## src/rtl/inv_sqrt_seq.sv

```systemverilog
// Inverse square root sequencer: bit-hack seed plus ITERS Newton steps, with every
// multiply/subtract issued to a shared FPU over a req/ack port.
module inv_sqrt_seq #(
  parameter int unsigned EXP_W = 5,
  parameter int unsigned MAN_W = 10,
  parameter logic [EXP_W+MAN_W:0] MAGIC = 16'h59BB,
  parameter logic [EXP_W+MAN_W:0] ONE_P5 = 16'h3E00,
  parameter int unsigned ITERS = 1
) (
  input  logic                   clk,
  input  logic                   reset,
  input  logic                   start,
  input  logic [EXP_W+MAN_W:0]   x_in,
  output logic                   busy,
  output logic                   done,
  output logic [EXP_W+MAN_W:0]   result,
  output logic [1:0]             ofuf,
  output logic                   fpu_req,
  output logic [1:0]             fpu_op,
  output logic [EXP_W+MAN_W:0]   fpu_a,
  output logic [EXP_W+MAN_W:0]   fpu_b,
  input  logic                   fpu_ack,
  input  logic [EXP_W+MAN_W:0]   fpu_result,
  input  logic [1:0]             fpu_ofuf
);
  localparam int unsigned W = 1 + EXP_W + MAN_W;

  localparam logic [1:0] OP_SUB   = 2'd1;
  localparam logic [1:0] OP_MUL   = 2'd2;
  localparam logic [1:0] OF_OK    = 2'b00;
  localparam logic [1:0] OF_UNDER = 2'b01;
  localparam logic [1:0] OF_OVER  = 2'b10;
  localparam logic [1:0] OF_INV   = 2'b11;

  localparam logic [W-1:0] POS_INF = {1'b0, {EXP_W{1'b1}}, {MAN_W{1'b0}}};
  localparam logic [W-1:0] QNAN    = {1'b0, {EXP_W{1'b1}}, 1'b1, {(MAN_W-1){1'b0}}};
  localparam logic [W-1:0] ONE     = {2'b00, {(EXP_W-1){1'b1}}, {MAN_W{1'b0}}};
  localparam logic [EXP_W-1:0] EXP_ONE = 1;

  typedef enum logic [2:0] {
    IDLE, CHECK, MUL_YY, MUL_XH, SUB, MUL_Y, GAP, DONE
  } state_t;

  state_t state, stateN, after, afterN;
  logic [W-1:0] xReg, xRegN, y, yN, t, tN, xhalf, xhalfN;
  logic [2:0]   iter, iterN;
  logic         busyN, doneN, reqN;
  logic [W-1:0] resultN, aN, bN;
  logic [1:0]   ofufN, opN;

  logic             sgn;
  logic [EXP_W-1:0] expF;
  logic [MAN_W-1:0] manF;
  logic [W:0]       seedWide;

  assign sgn      = xReg[W-1];
  assign expF     = xReg[W-2:MAN_W];
  assign manF     = xReg[MAN_W-1:0];
  // Extra MSB catches a borrow when x>>1 exceeds the magic constant.
  assign seedWide = {1'b0, MAGIC} - {2'b00, xReg[W-1:1]};

  always_comb begin
    stateN  = state;
    afterN  = after;
    xRegN   = xReg;
    yN      = y;
    tN      = t;
    xhalfN  = xhalf;
    iterN   = iter;
    busyN   = busy;
    doneN   = 1'b0;
    resultN = result;
    ofufN   = ofuf;
    reqN    = fpu_req;
    opN     = fpu_op;
    aN      = fpu_a;
    bN      = fpu_b;
    unique case (state)
      IDLE: begin
        if (start) begin
          xRegN  = x_in;
          ofufN  = OF_OK;
          busyN  = 1'b1;
          stateN = CHECK;
        end
      end
      CHECK: begin
        stateN = DONE;
        doneN  = 1'b1;
        if (xReg[W-2:0] == '0) begin
          resultN = POS_INF;
          ofufN   = OF_OVER;
        end else if (sgn) begin
          resultN = QNAN;
          ofufN   = OF_INV;
        end else if (expF == '1 && manF != '0) begin
          resultN = QNAN;
          ofufN   = OF_INV;
        end else if (expF == '1) begin
          resultN = '0;
          ofufN   = OF_OK;
        end else if (xReg == ONE) begin
          resultN = xReg;
          ofufN   = OF_OK;
        end else if (expF == '0) begin
          resultN = '0;
          ofufN   = OF_UNDER;
        end else if (seedWide[W]) begin
          resultN = '0;
          ofufN   = OF_OVER;
        end else begin
          stateN = MUL_YY;
          doneN  = 1'b0;
          yN     = seedWide[W-1:0];
          xhalfN = {sgn, expF - EXP_ONE, manF};
          iterN  = '0;
          reqN   = 1'b1;
          opN    = OP_MUL;
          aN     = seedWide[W-1:0];
          bN     = seedWide[W-1:0];
        end
      end
      MUL_YY, MUL_XH, SUB, MUL_Y: begin
        if (fpu_req && fpu_ack) begin
          reqN   = 1'b0;
          stateN = GAP;
          tN     = fpu_result;
          case (state)
            MUL_YY: afterN = MUL_XH;
            MUL_XH: afterN = SUB;
            SUB:    afterN = MUL_Y;
            MUL_Y: begin
              yN    = fpu_result;
              iterN = iter + 3'd1;
              if ((32'(iter) + 32'd1) < ITERS) begin
                afterN = MUL_YY;
              end else begin
                afterN  = DONE;
                resultN = fpu_result;
              end
            end
            default: afterN = DONE;
          endcase
          if (fpu_ofuf != OF_OK) begin
            ofufN   = fpu_ofuf;
            resultN = fpu_result;
            afterN  = DONE;
          end
        end
      end
      GAP: begin
        stateN = after;
        if (after == DONE) begin
          doneN = 1'b1;
        end else begin
          reqN = 1'b1;
          case (after)
            MUL_YY:  begin opN = OP_MUL; aN = y;      bN = y; end
            MUL_XH:  begin opN = OP_MUL; aN = xhalf;  bN = t; end
            SUB:     begin opN = OP_SUB; aN = ONE_P5; bN = t; end
            default: begin opN = OP_MUL; aN = y;      bN = t; end
          endcase
        end
      end
      DONE: begin
        busyN  = 1'b0;
        stateN = IDLE;
      end
      default: stateN = IDLE;
    endcase
  end

  always_ff @(posedge clk) begin
    if (reset) begin
      state   <= IDLE;
      after   <= IDLE;
      xReg    <= '0;
      y       <= '0;
      t       <= '0;
      xhalf   <= '0;
      iter    <= '0;
      busy    <= 1'b0;
      done    <= 1'b0;
      result  <= '0;
      ofuf    <= '0;
      fpu_req <= 1'b0;
      fpu_op  <= '0;
      fpu_a   <= '0;
      fpu_b   <= '0;
    end else begin
      state   <= stateN;
      after   <= afterN;
      xReg    <= xRegN;
      y       <= yN;
      t       <= tN;
      xhalf   <= xhalfN;
      iter    <= iterN;
      busy    <= busyN;
      done    <= doneN;
      result  <= resultN;
      ofuf    <= ofufN;
      fpu_req <= reqN;
      fpu_op  <= opN;
      fpu_a   <= aN;
      fpu_b   <= bN;
    end
  end
endmodule

```

## config.mk

```make
export PLATFORM = sky130hd
export DESIGN_NAME = inv_sqrt_seq
export DESIGN_NICKNAME = d
export VERILOG_FILES = /design/src/rtl/inv_sqrt_seq.sv
export SDC_FILE = /design/constraint.sdc
export NUM_CORES = 1
export LEC_CHECK = 0
export CORE_UTILIZATION = 30
export DETAILED_ROUTE_END_ITERATION = 16
export GPL_ROUTABILITY_DRIVEN = 0
export GPL_TIMING_DRIVEN = 1
export HOLD_SLACK_MARGIN = 0.12
export SYNTH_ARGS = -nofsm -noshare
export SYNTH_HDL_FRONTEND = slang
export SYNTH_SLANG_ARGS = --single-unit
```

## constraint.sdc

```tcl
create_clock -name clk -period 3.9 [get_ports clk]
set_input_delay 0.78 -clock clk [delete_from_list [all_inputs] [get_ports clk]]
set_output_delay 0.78 -clock clk [all_outputs]
set_load 0.02 [all_outputs]
```

Word-level counts from Yosys, hierarchy flattened
Cells that the tools add are included.
Cells by class
  eq/ne operators: 28
  add/sub/neg operators: 4
  reductions and logical operators: 23
  mux-type cells: 93
  $lt $le $gt $ge: 1
  bitwise operators: 7
Operators with widths (count)
  16-bit 2-to-1 mux: 23
  16-bit case mux with 2 select lines: 5
  3-bit 2-to-1 mux: 20
  2-bit 2-to-1 mux: 19
  2-bit != test (second input constant): 12
  10-bit AND reduction: 2
  3-bit equality test (second input constant): 6
  1-bit 2-to-1 mux: 18
  16-bit by 14-bit equality test with 1-bit output (second input constant): 1
  15-bit by 15-bit subtractor with 16-bit output (first input constant): 1
  15-bit logical NOT: 1
  3-bit case mux with 5 select lines: 1
  3-bit by 2-bit equality test with 1-bit output (second input constant): 4
  3-bit case mux with 4 select lines: 1
  5-bit AND reduction: 2
  10-bit nonzero test: 1
  9-bit AND reduction: 1
  8-bit != test (second input constant): 1
  2-bit AND reduction: 4
  8-bit AND reduction: 1
  2-bit nonzero test: 4
  1-bit NOT: 7
  3-bit != test (second input constant): 2
  2-bit case mux with 3 select lines: 1
  15 further kinds: 18
Storage, ports and cells
  register bits after elaboration: 127
  word-level logic and storage cells: 171
  output and inout bits: 55
  input bits: 38

Depth between registers and ports, before layout
Gate-level depths: netlist of the first run.
  word-level depth: 9
  mapped depth: 10

Worst setup path before layout of the first run
No wires, ideal clock.
  path kind: flip-flop to flip-flop
  from: register xReg[10]
  to: register fpu_a[14]
  setup time: 80 ps
  path slack: 1695 ps
  buffers on the path: 1
  cell stages (with the launch flop): 10
  arrival time: 2125 ps
  required time: 3820 ps
  path through: dfxtp_1 -> inv_1 -> ha_1 -> nor4b_4 -> or3b_1 -> o21ai_4 -> o221a_4 -> buf_12 -> nor2_2 -> a211oi_2
Between the ends
  word-level cells in the longest chain between the ends: 9
Ends and longest elaborated chain
  from (decl): RTL line 45  | logic [W-1:0] xReg, xRegN, y, yN, t, tN, xhalf, xhalfN;
  from (signal assigned): RTL line 193  | xReg <= xRegN;
  15-bit by 15-bit subtractor with 16-bit output: RTL line 60  | assign seedWide = {1'b0, MAGIC} - {2'b00, xReg[W-1:1]};
  16-bit 2-to-1 mux: RTL line 108  | end else if (seedWide[W]) begin
  16-bit 2-to-1 mux: RTL line 105  | end else if (expF == '0) begin
  16-bit 2-to-1 mux: RTL line 102  | end else if (xReg == ONE) begin
  16-bit 2-to-1 mux: RTL line 99  | end else if (expF == '1) begin
  16-bit 2-to-1 mux: RTL line 96  | end else if (expF == '1 && manF != '0) begin
  16-bit 2-to-1 mux: RTL line 93  | end else if (sgn) begin
  16-bit 2-to-1 mux: RTL line 90  | if (xReg[W-2:0] == '0) begin
  16-bit case mux with 2 select lines: RTL line 78  | unique case (state)
  to (signal assigned): RTL line 204  | fpu_a <= aN;
  to (decl): RTL line 20  | output logic [EXP_W+MAN_W:0] fpu_a,
Several ways; a longest one is shown, not always the timed one. The select of a mux whose other input is x is not followed.
A chain may end at the register's enable or synchronous reset.

Final worst setup path of the first run
  from: register xReg[10]
  to: register result[9]
Between the ends
  word-level cells in the longest chain between the ends: 8
Ends and longest elaborated chain
  parallel branches: the longest is 8 deep, another holds 15-bit by 15-bit subtractor with 16-bit output
  to (signal assigned): RTL line 200  | result <= resultN;
  to (decl): RTL line 16  | output logic [EXP_W+MAN_W:0] result,
Several ways; the timed one is not identified.

==> results of run 1 <==
layout by cell type, fill, tap and decap left out, types with 12 or more instances in the layout:
master           instances
a211oi_1                14
a21oi_1                 90
a221oi_1                12
clkbuf_16               17
clkdlybuf4s50_1         91
dfxtp_1                127
mux2i_1                 20
nand2_1                129
nand3_1                 30
nor2_1                  88
nor3_1                  15
o21ai_0                 31
layer usage:
layer,up-vias,wire [um],GRT usage
met5,-,0,0
met2,175,8238,0.2601
met1,2684,9337,0.2530
met4,0,277,0.06289
met3,19,1128,0.03416
li1,2840,-,-
cell type report:
type / count / area, um2 / area share
repair buffers: 101 / 998.5 / 0.1263
flip-flops and latches: 127 / 2542 / 0.3217
clock buffers: 20 / 456.7 / 0.05778
multi-input cells: 575 / 3411 / 0.4315
well taps: 270 / 337.8 / 0.04274
clock inverters: 12 / 135.1 / 0.01710
inverters: 6 / 22.52 / 0.002849
worst max-delay path, stage by stage (launching register included):
cell	delay, ps
dfxtp_1	290
buf_4	150
inv_1	110
ha_1	230
nor4b_4	420
a21oi_1	150
nand3b_4	360
o21a_1	670
nor2_1	100
a311oi_1	250
through the flow:
step	area, um2	hold WS [ps]	setup WS [ps]	util	power (W)
final	7904	448.8	1064	0.3857	0.005731
after global routing	7904	469.2	818.2	0.3857	0.006036
after CTS	7904	449.7	1062	0.3857	0.005750
after detailed placement	7312	442.0	827.2	0.3568	0.004151
after global placement	7312	437.5	894.3	0.3568	0.004139
after floorplan	6332	431.8	1695	-	0.003458
worst paths after layout:
check / startpoint / endpoint / slack, ps / depth (start not counted)
worst max-delay path: xReg[10] / result[9] / 1060 / 9
worst min-delay path: t[13] / t[13] / 450 / 2
worst max register to register: xReg[10] / result[9] / 1060 / 9
worst min register to register: t[13] / t[13] / 450 / 2
state kept, by name, summed over array words and instances (netlist names):
| name | count |
|---|---|
| after | 3 |
| busy | 1 |
| done | 1 |
| fpu_a | 16 |
| fpu_b | 16 |
| fpu_op | 2 |
| fpu_req | 1 |
| iter | 3 |
| ofuf | 2 |
| result | 16 |
| state | 3 |
| t | 16 |
| xReg | 16 |
| xhalf | 15 |
| y | 16 |
kinds of logic (layout without fill, tap and decap cells):
kind of cell,after synthesis,after routing
compound gates,214,214
mux,21,21
flops,127,127
xor+xnor,15,15
fa+ha+maj,5,5
buf+inv,72,139
simple gates,320,320
power by group through the flow:
stage / clock network (W) / logic, W / registers, W
final: 0.00160 / 0.00221 / 0.00192
after global routing: 0.00167 / 0.00240 / 0.00196
after CTS: 0.00162 / 0.00221 / 0.00192
after detailed placement: 0 / 0.00221 / 0.00194
after global placement: 0 / 0.00219 / 0.00194
after floorplan: 0 / 0.00148 / 0.00198
==> flow_metrics.env, run 1 <==
export IMPL_fillerInstances=2106
export IMPL_final_nets=871
export IMPL_yosys_register_bits=127
export IMPL_status="finished, final reports clean"
export IMPL_diodes=0
export IMPL_internal_power_w=0.003447
export IMPL_portBuffers=92
export IMPL_viasPerCell=5.147
export IMPL_insertion_delay_ps=430
export IMPL_drt_iter0_markers=340
export IMPL_synth_compound_area_frac=0.2336
export IMPL_die_w_um=147.3
export IMPL_clkTransAtPathRegs_ps=60
export IMPL_drive_gt1_frac=0.1023
export IMPL_muxShareOfSynthArea=0.03339
export IMPL_cts_buffers_inserted=17
export IMPL_synth_edf_count=0
export IMPL_period_share=0.7271
export IMPL_cp_end_kind="register"
export IMPL_grt_usage=0.1763
export IMPL_die_height_um=147.3
export IMPL_clock_path_buffers=2
export IMPL_p_switching_w=0.002284
export IMPL_synth_top_cell_area_share=0.4015
export IMPL_hold_path_class="reg2reg"
export IMPL_cts_root_buf="clkbuf_16"
export IMPL_wl_per_cell_um=17.09
export IMPL_start_util=0.3090
export IMPL_synthAdderAreaFrac=0.009879
export IMPL_worstPathArrival_ps=3160
export IMPL_synth_seq_area_share=0.4015
export IMPL_htree_levels=4
export IMPL_async_flop_share=0
export IMPL_fmax_mhz=352.7
export IMPL_dieArea_um2=21690
export IMPL_start_kind="register"
export IMPL_crit_fanout=23
export IMPL_critPathKind="reg2reg"
export IMPL_grt_setup_unrepaired="false"
export IMPL_vdd_drop_max_mv=0.2896
export IMPL_maxSlewHeadroom=0.2893
export IMPL_grt_pass1_wl_mm=29.55
export IMPL_overflow=0
export IMPL_grt_pass1_vias=5174
export IMPL_pwr_share_comb=0.386
export IMPL_synthTopCellsByCount="nand2_1, dfxtp_1, a21oi_1"
export IMPL_ios=93
export IMPL_tightest_slew_ps=1061
export IMPL_synth_area_um2=6332
export IMPL_dp_cells=1079
export IMPL_drv_cap=0
export IMPL_ant_nets=0
export IMPL_cts_setup_buffers=0
export IMPL_synth_largest_area_cell="dfxtp_1"
export IMPL_yosys_warnings=0
export IMPL_antenna_found_initial=0
export IMPL_slew_viol_final=0
export IMPL_p_clk_frac=0.279
export IMPL_grt_max_degree=95
export IMPL_core_area_um2=20490
export IMPL_wirelength_mm=18.98
export IMPL_rows=52
export IMPL_powerDensity_nw_per_um2=725.0
export IMPL_area_growth_pct=24.82
export IMPL_switching_share=0.3985
export IMPL_cts_tree="done"
export IMPL_cts_sinks=127
export IMPL_hpwl_mm=12.94
export IMPL_synth_cell_types=73
export IMPL_num_vias=5718
export IMPL_hold_violations=0
export IMPL_synth_nets=817
export IMPL_setup_tns_ps=0
export IMPL_remaining_drc_errors=0
export IMPL_cts_resized=0
export IMPL_first_pass_iters=4
export IMPL_synth_area_per_cell_um2=8.181
export IMPL_synthTopCellsByArea="dfxtp_1, nand2_1, a21oi_1, nor2_1, mux2i_1"
export IMPL_fin_cells=1111
export IMPL_p_seq_frac=0.335
export IMPL_fin_skew_ps=7.242
export IMPL_power_leakage_nw=2.697
export IMPL_synth_cells=774
export IMPL_postCtsHoldBufs=0
export IMPL_synth_ff_type="dfxtp_1"
export IMPL_synth_xor_area_share=0.02193
export IMPL_timing_final_crit_period_ps=2836
export IMPL_synth_most_common_cell="nand2_1"
export IMPL_synth_simple_area_share=0.2391
export IMPL_cp_required_ps=4230
export IMPL_synth_top_family_by_area="simple AND/OR/NAND/NOR gates"
export IMPL_setup_violations=0
(Power assumes the default switching activity.)
==> run 2, diff against run 1 <==
clock period = 2.8 ns   (was 3.9 ns; I/O delays follow)
==> flow_metrics.env, run 2 (synthesis results as in run 1) <==
export IMPL_status="finished, final reports clean"
export IMPL_multi_input_comb_area_um2=3411
export IMPL_cp_end_kind="register"
export IMPL_hold_violations=0
export IMPL_cts_root_buf="clkbuf_16"
export IMPL_hpwl_mm=13.94
export IMPL_drv_cap=0
export IMPL_worstPathArrival_ps=2780
export IMPL_rr_worst_depth=7
export IMPL_clkTransAtPathRegs_ps=50
export IMPL_cts_sinks=127
export IMPL_start_kind="register"
export IMPL_ios=93
export IMPL_fillerInstances=2114
export IMPL_p_seq_frac=0.321
export IMPL_viasPerCell=5.213
export IMPL_rows=52
export IMPL_overflow=0
export IMPL_num_vias=5911
export IMPL_core_area_um2=20490
export IMPL_tightest_slew_ps=641.1
export IMPL_start_util=0.3090
export IMPL_setup_tns_ps=0
export IMPL_wirelength_mm=19.44
export IMPL_holdCritStartpoint="t[10]"
export IMPL_drive_gt1_frac=0.1227
export IMPL_ant_nets=0
export IMPL_critPathKind="reg2reg"
export IMPL_regArea_um2=2542
export IMPL_r2r_slack_ps=320
export IMPL_hold_path_class="reg2reg"
export IMPL_remaining_drc_errors=0
export IMPL_setup_violations=0
export IMPL_pwr_share_comb=0.421
export IMPL_crit_fanout=9
export IMPL_cts_setup_buffers=0
export IMPL_timing_rr_end="fpu_b[14]"
export IMPL_cp_required_ps=3100
export IMPL_power_leakage_nw=2.810
export IMPL_maxSlewHeadroom=0.5714
export IMPL_postCtsHoldBufs=0
export IMPL_htree_levels=4
export IMPL_switching_share=0.3902
export IMPL_p_clk_frac=0.258
export IMPL_grt_usage=0.1830
export IMPL_diodes=0
export IMPL_vdd_drop_max_mv=0.3386
export IMPL_fin_skew_ps=7.988
export IMPL_grt_pass1_vias=5384
export IMPL_fmax_mhz=402.7
export IMPL_die_height_um=147.3
export IMPL_timing_final_crit_period_ps=2483
export IMPL_cts_tree="done"
export IMPL_drt_iter0_markers=362
export IMPL_powerDensity_nw_per_um2=1004
export IMPL_dieArea_um2=21690
export IMPL_post_route_util=0.3953
export IMPL_hold_depth=2
export IMPL_slew_viol_final=0
export IMPL_final_nets=897
export IMPL_internal_power_w=0.004963
export IMPL_cts_resized=0
export IMPL_antenna_found_initial=0
export IMPL_mostFrequentLayoutCells="nand2_1, dfxtp_1, clkdlybuf4s50_1, a21oi_1, nor2_1"
export IMPL_die_w_um=147.3
export IMPL_insertion_delay_ps=430
export IMPL_first_pass_iters=5
export IMPL_p_switching_w=0.003175
export IMPL_grt_max_degree=56
export IMPL_area_growth_pct=27.94
export IMPL_cts_buffers_inserted=17
export IMPL_portBuffers=92
export IMPL_final_common_cell="nand2_1"
export IMPL_grt_pass1_wl_mm=30.39
export IMPL_clock_path_buffers=2
export IMPL_r2r_start="xReg[3]"
export IMPL_wl_per_cell_um=17.15
export IMPL_period_share=0.8868
export IMPL_grt_setup_unrepaired="false"
export IMPL_whs_endpoint="t[10]"
==> run 2: changes by cell type in the layout (fill, tap and decap cells not counted), sizes merged <==
| cell | previous run | this run |
|---|---|---|
| buf | 10 | 36 |
| clkbuf | 20 | 22 |
| clkinvlp | 1 | 2 |
| clkinv | 7 | 3 |
| inv | 8 | 6 |
==> run 2: per-stage QoR <==
| step | std cells | hold WS, ps | instance area (um2) | power, W | setup WS [ps] |
|---|---|---|---|---|---|
| finish | 1134 | 448.2 | 8102 | 0.008138 | 316.9 |
| global route | 1134 | 463.7 | 8102 | 0.008596 | 233.4 |
| CTS | 1134 | 449.2 | 8102 | 0.008164 | 378.9 |
| detailed placement | 1105 | 442.0 | 7557 | 0.006062 | 334.9 |
| global placement | 1105 | 436.3 | 7557 | 0.006028 | 345.3 |
| floorplan | 774 | 431.8 | 6332 | 0.004817 | 594.9 |
==> run 2: cell type report <==
class,instances,share of cell area
well taps,270,0.04170
flip-flops and latches,127,0.3138
clock inverters,7,0.01112
repair buffers,127,0.1535
inverters,6,0.002780
clock buffers,22,0.05606
multi-input cells,575,0.4210
==> run 2: layer usage <==
| layer | up-vias | part of all wire | GRT usage |
|---|---|---|---|
| met5 | - | 0 | 0 |
| met1 | 2788 | 0.47 | 0.2618 |
| met4 | 0 | 0.020 | 0.06546 |
| li1 | 2891 | - | - |
| met3 | 27 | 0.068 | 0.03944 |
| met2 | 205 | 0.44 | 0.2677 |
==> run 2: critical path: stages, from the launching register on <==
cell	delay, ps
dfxtp_1	460
ha_1	300
a31o_2	280
a311o_1	390
a31oi_1	270
xor2_1	130
o21ai_0	390
o21ai_0	130
==> run 2: how the worst max path moves through the flow <==
stage                        start    endpoint  depth (start not counted)
after floorplan           xReg[10]   fpu_a[14]                          9
after global placement     fpu_ack  result[12]                          8
after detailed placement   fpu_ack  result[11]                          8
after CTS                  xReg[3]   fpu_b[14]                          7
after global routing      xReg[10]    fpu_b[8]                          9
final                      xReg[3]   fpu_b[14]                          7
==> run 2: power groups by stage <==
stage | clock, W | sequential [W] | combinational (W)
finish | 0.00210 | 0.00261 | 0.00343
global route | 0.00221 | 0.00266 | 0.00372
global placement | 0 | 0.00265 | 0.00338
CTS | 0.00212 | 0.00261 | 0.00343
floorplan | 0 | 0.00276 | 0.00206
detailed placement | 0 | 0.00264 | 0.00342
==> patch: new RTL, settings of run 2 <==
Change the parameter `MAN_W` from 10 to 20.
--- a/src/rtl/inv_sqrt_seq.sv
+++ b/src/rtl/inv_sqrt_seq.sv
@@ -4,3 +4,3 @@
   parameter int unsigned EXP_W = 5,
-  parameter int unsigned MAN_W = 10,
+  parameter int unsigned MAN_W = 20,
   parameter logic [EXP_W+MAN_W:0] MAGIC = 16'h59BB,
Ports: changed (5 resized); port bits go from 93 to 143. The function was not compared with the original's and may differ.
==> patch against run 2 <==
Via count increased by 8.1%; critical path type unchanged; routed wire length increased by 7.4%; critical endpoint is now result[23]$_SDFFE_PP0P_; sequential cell count increased by 70; non-clock buffer count increased by 35; largest cell class is now flip-flops and latches; area after synthesis increased by 20%; design area increased by 23%; worst setup slack improved by 320 ps.
Power is not compared: it rests on default switching activity, and its combinational part moved more than twofold at a synthesized area within 25%.
==> patch: results (changes against run 2) <==
Register-to-Register Path Depth 6 (was 7); Min-Delay Endpoint t[22]$_SDFFE_PP0P_ (was t[10]$_SDFFE_PP0P_); Worst Path Arrival 2510 ps (was 2780 ps); reg-to-reg startpoint state[2]$_SDFFE_PP0P_ (was xReg[3]$_SDFFE_PP0P_); Final #Nets 1071 (was 897); clk slew on worst S/H paths 70 ps (was 50 ps); Tot GR Track Use 16.5% (was 18.3%); XOR/XNOR share of the synthesized area 0.444% (was 2.19%); drt pass-1 iters 4 (was 5); worst-path fanout max 26 (was 9); Final HPWL DP 14900 um (was 13900 um); Seq/Total Area, Yosys 51.9% (was 40.2%); IO buf count 142 (was 92); fin cells 1346 (was 1134); skew final 12.7 ps (was 7.99 ps); Worst slew margin 32.1% (was 57.1%); share of layout cells above drive strength 1 5.87% (was 12.3%); Syn Nets 963 (was 817); Compound-Gate Fraction of Synth Area 18.1% (was 23.4%); Post-Synthesis Cells 902 (was 774); drt wl/cell 15.5 um (was 17.1 um); status finished clean (unchanged); hold path start t[22]$_SDFFE_PP0P_ (was t[10]$_SDFFE_PP0P_); Synth Area in Adders 0.494% (was 0.988%); R2R Setup Slk 630 ps (was 320 ps); worst hold margin 454 ps (was 448 ps)
==> patch: cell types whose count changed after synthesis, sizes merged, moves of 13 or more <==
cell,run 2,this run
a211oi,25,38
a21oi,90,124
clkbuf,32,50
dfxtp,127,197
nand2,129,193
nor2,96,82
nor2b,7,28
o21ai,34,6
==> patch: metrics by stage <==
step	utilization, %	setup slack, ps	instance area (sq um)
6_report	40.4	634	9930
5_1_grt	40.4	318	9930
4_1_cts	40.4	626	9930
3_5_place_dp	38.0	356	9350
3_3_place_gp	38.0	411	9350
2_1_floorplan	-	1050	7600
==> patch: worst max-delay path by stage <==
stage                                startpoint                       to  slack (ps)  cells after the start
after detailed placement            fpu_ofuf[0]  result[22]$_SDFFE_PP0P_         360                      7
after global routing      state[2]$_SDFFE_PP0P_  result[23]$_SDFFE_PP0P_         320                      6
after CTS                 state[2]$_SDFFE_PP0P_  result[22]$_SDFFE_PP0P_         630                      6
after global placement                  fpu_ack  result[23]$_SDFFE_PP0P_         410                      7
final                     state[2]$_SDFFE_PP0P_  result[23]$_SDFFE_PP0P_         630                      6
after floorplan                     fpu_ofuf[0]  result[24]$_SDFFE_PP0P_        1050                      6
==> patch: cells by family after synthesis <==
family / count (synthesis)
and+or+nand+nor: 373
xor gates and xnor gates: 3
adders and majority gates: 3
muxes: 26
buffers and inverters: 80
DFF: 197
AOI/OAI and AO/OA: 220
==> patch: power by group through the flow <==
stage / Clock (uW) / Combinational [uW] / Sequential [uW]
6_report: 2480 / 736 / 2970
5_1_grt: 2630 / 813 / 2980
4_1_cts: 2520 / 745 / 2970
3_5_place_dp: 0 / 743 / 3030
3_3_place_gp: 0 / 740 / 3030
2_1_floorplan: 0 / 383 / 3060
==> patch: critical path, stage by stage, from the launching register on <==
cell	delay, ps
dfxtp_1	760
nand4b_1	290
nor2_1	250
or3_1	180
buf_4	290
nor2_1	70
a311oi_1	230
==> patch: cell type report <==
type | instances | area, sq um | share of cell area (%)
inverters | 7 | 26.3 | 0.265
flip-flops and latches | 197 | 3940 | 39.7
well taps | 324 | 405 | 4.08
multi-input cells | 625 | 3360 | 33.8
clock inverters | 11 | 139 | 1.40
repair buffers | 162 | 1610 | 16.2
clock buffers | 20 | 447 | 4.50
==> patch: layer usage <==
layer / vias up / wire length (um) / track usage (%)
li1: 3346 / - / -
met1: 2902 / 10500 / 23.8
met2: 126 / 9040 / 24.2
met3: 13 / 1110 / 3.93
met4: 0 / 196 / 4.76
met5: - / 0 / 0
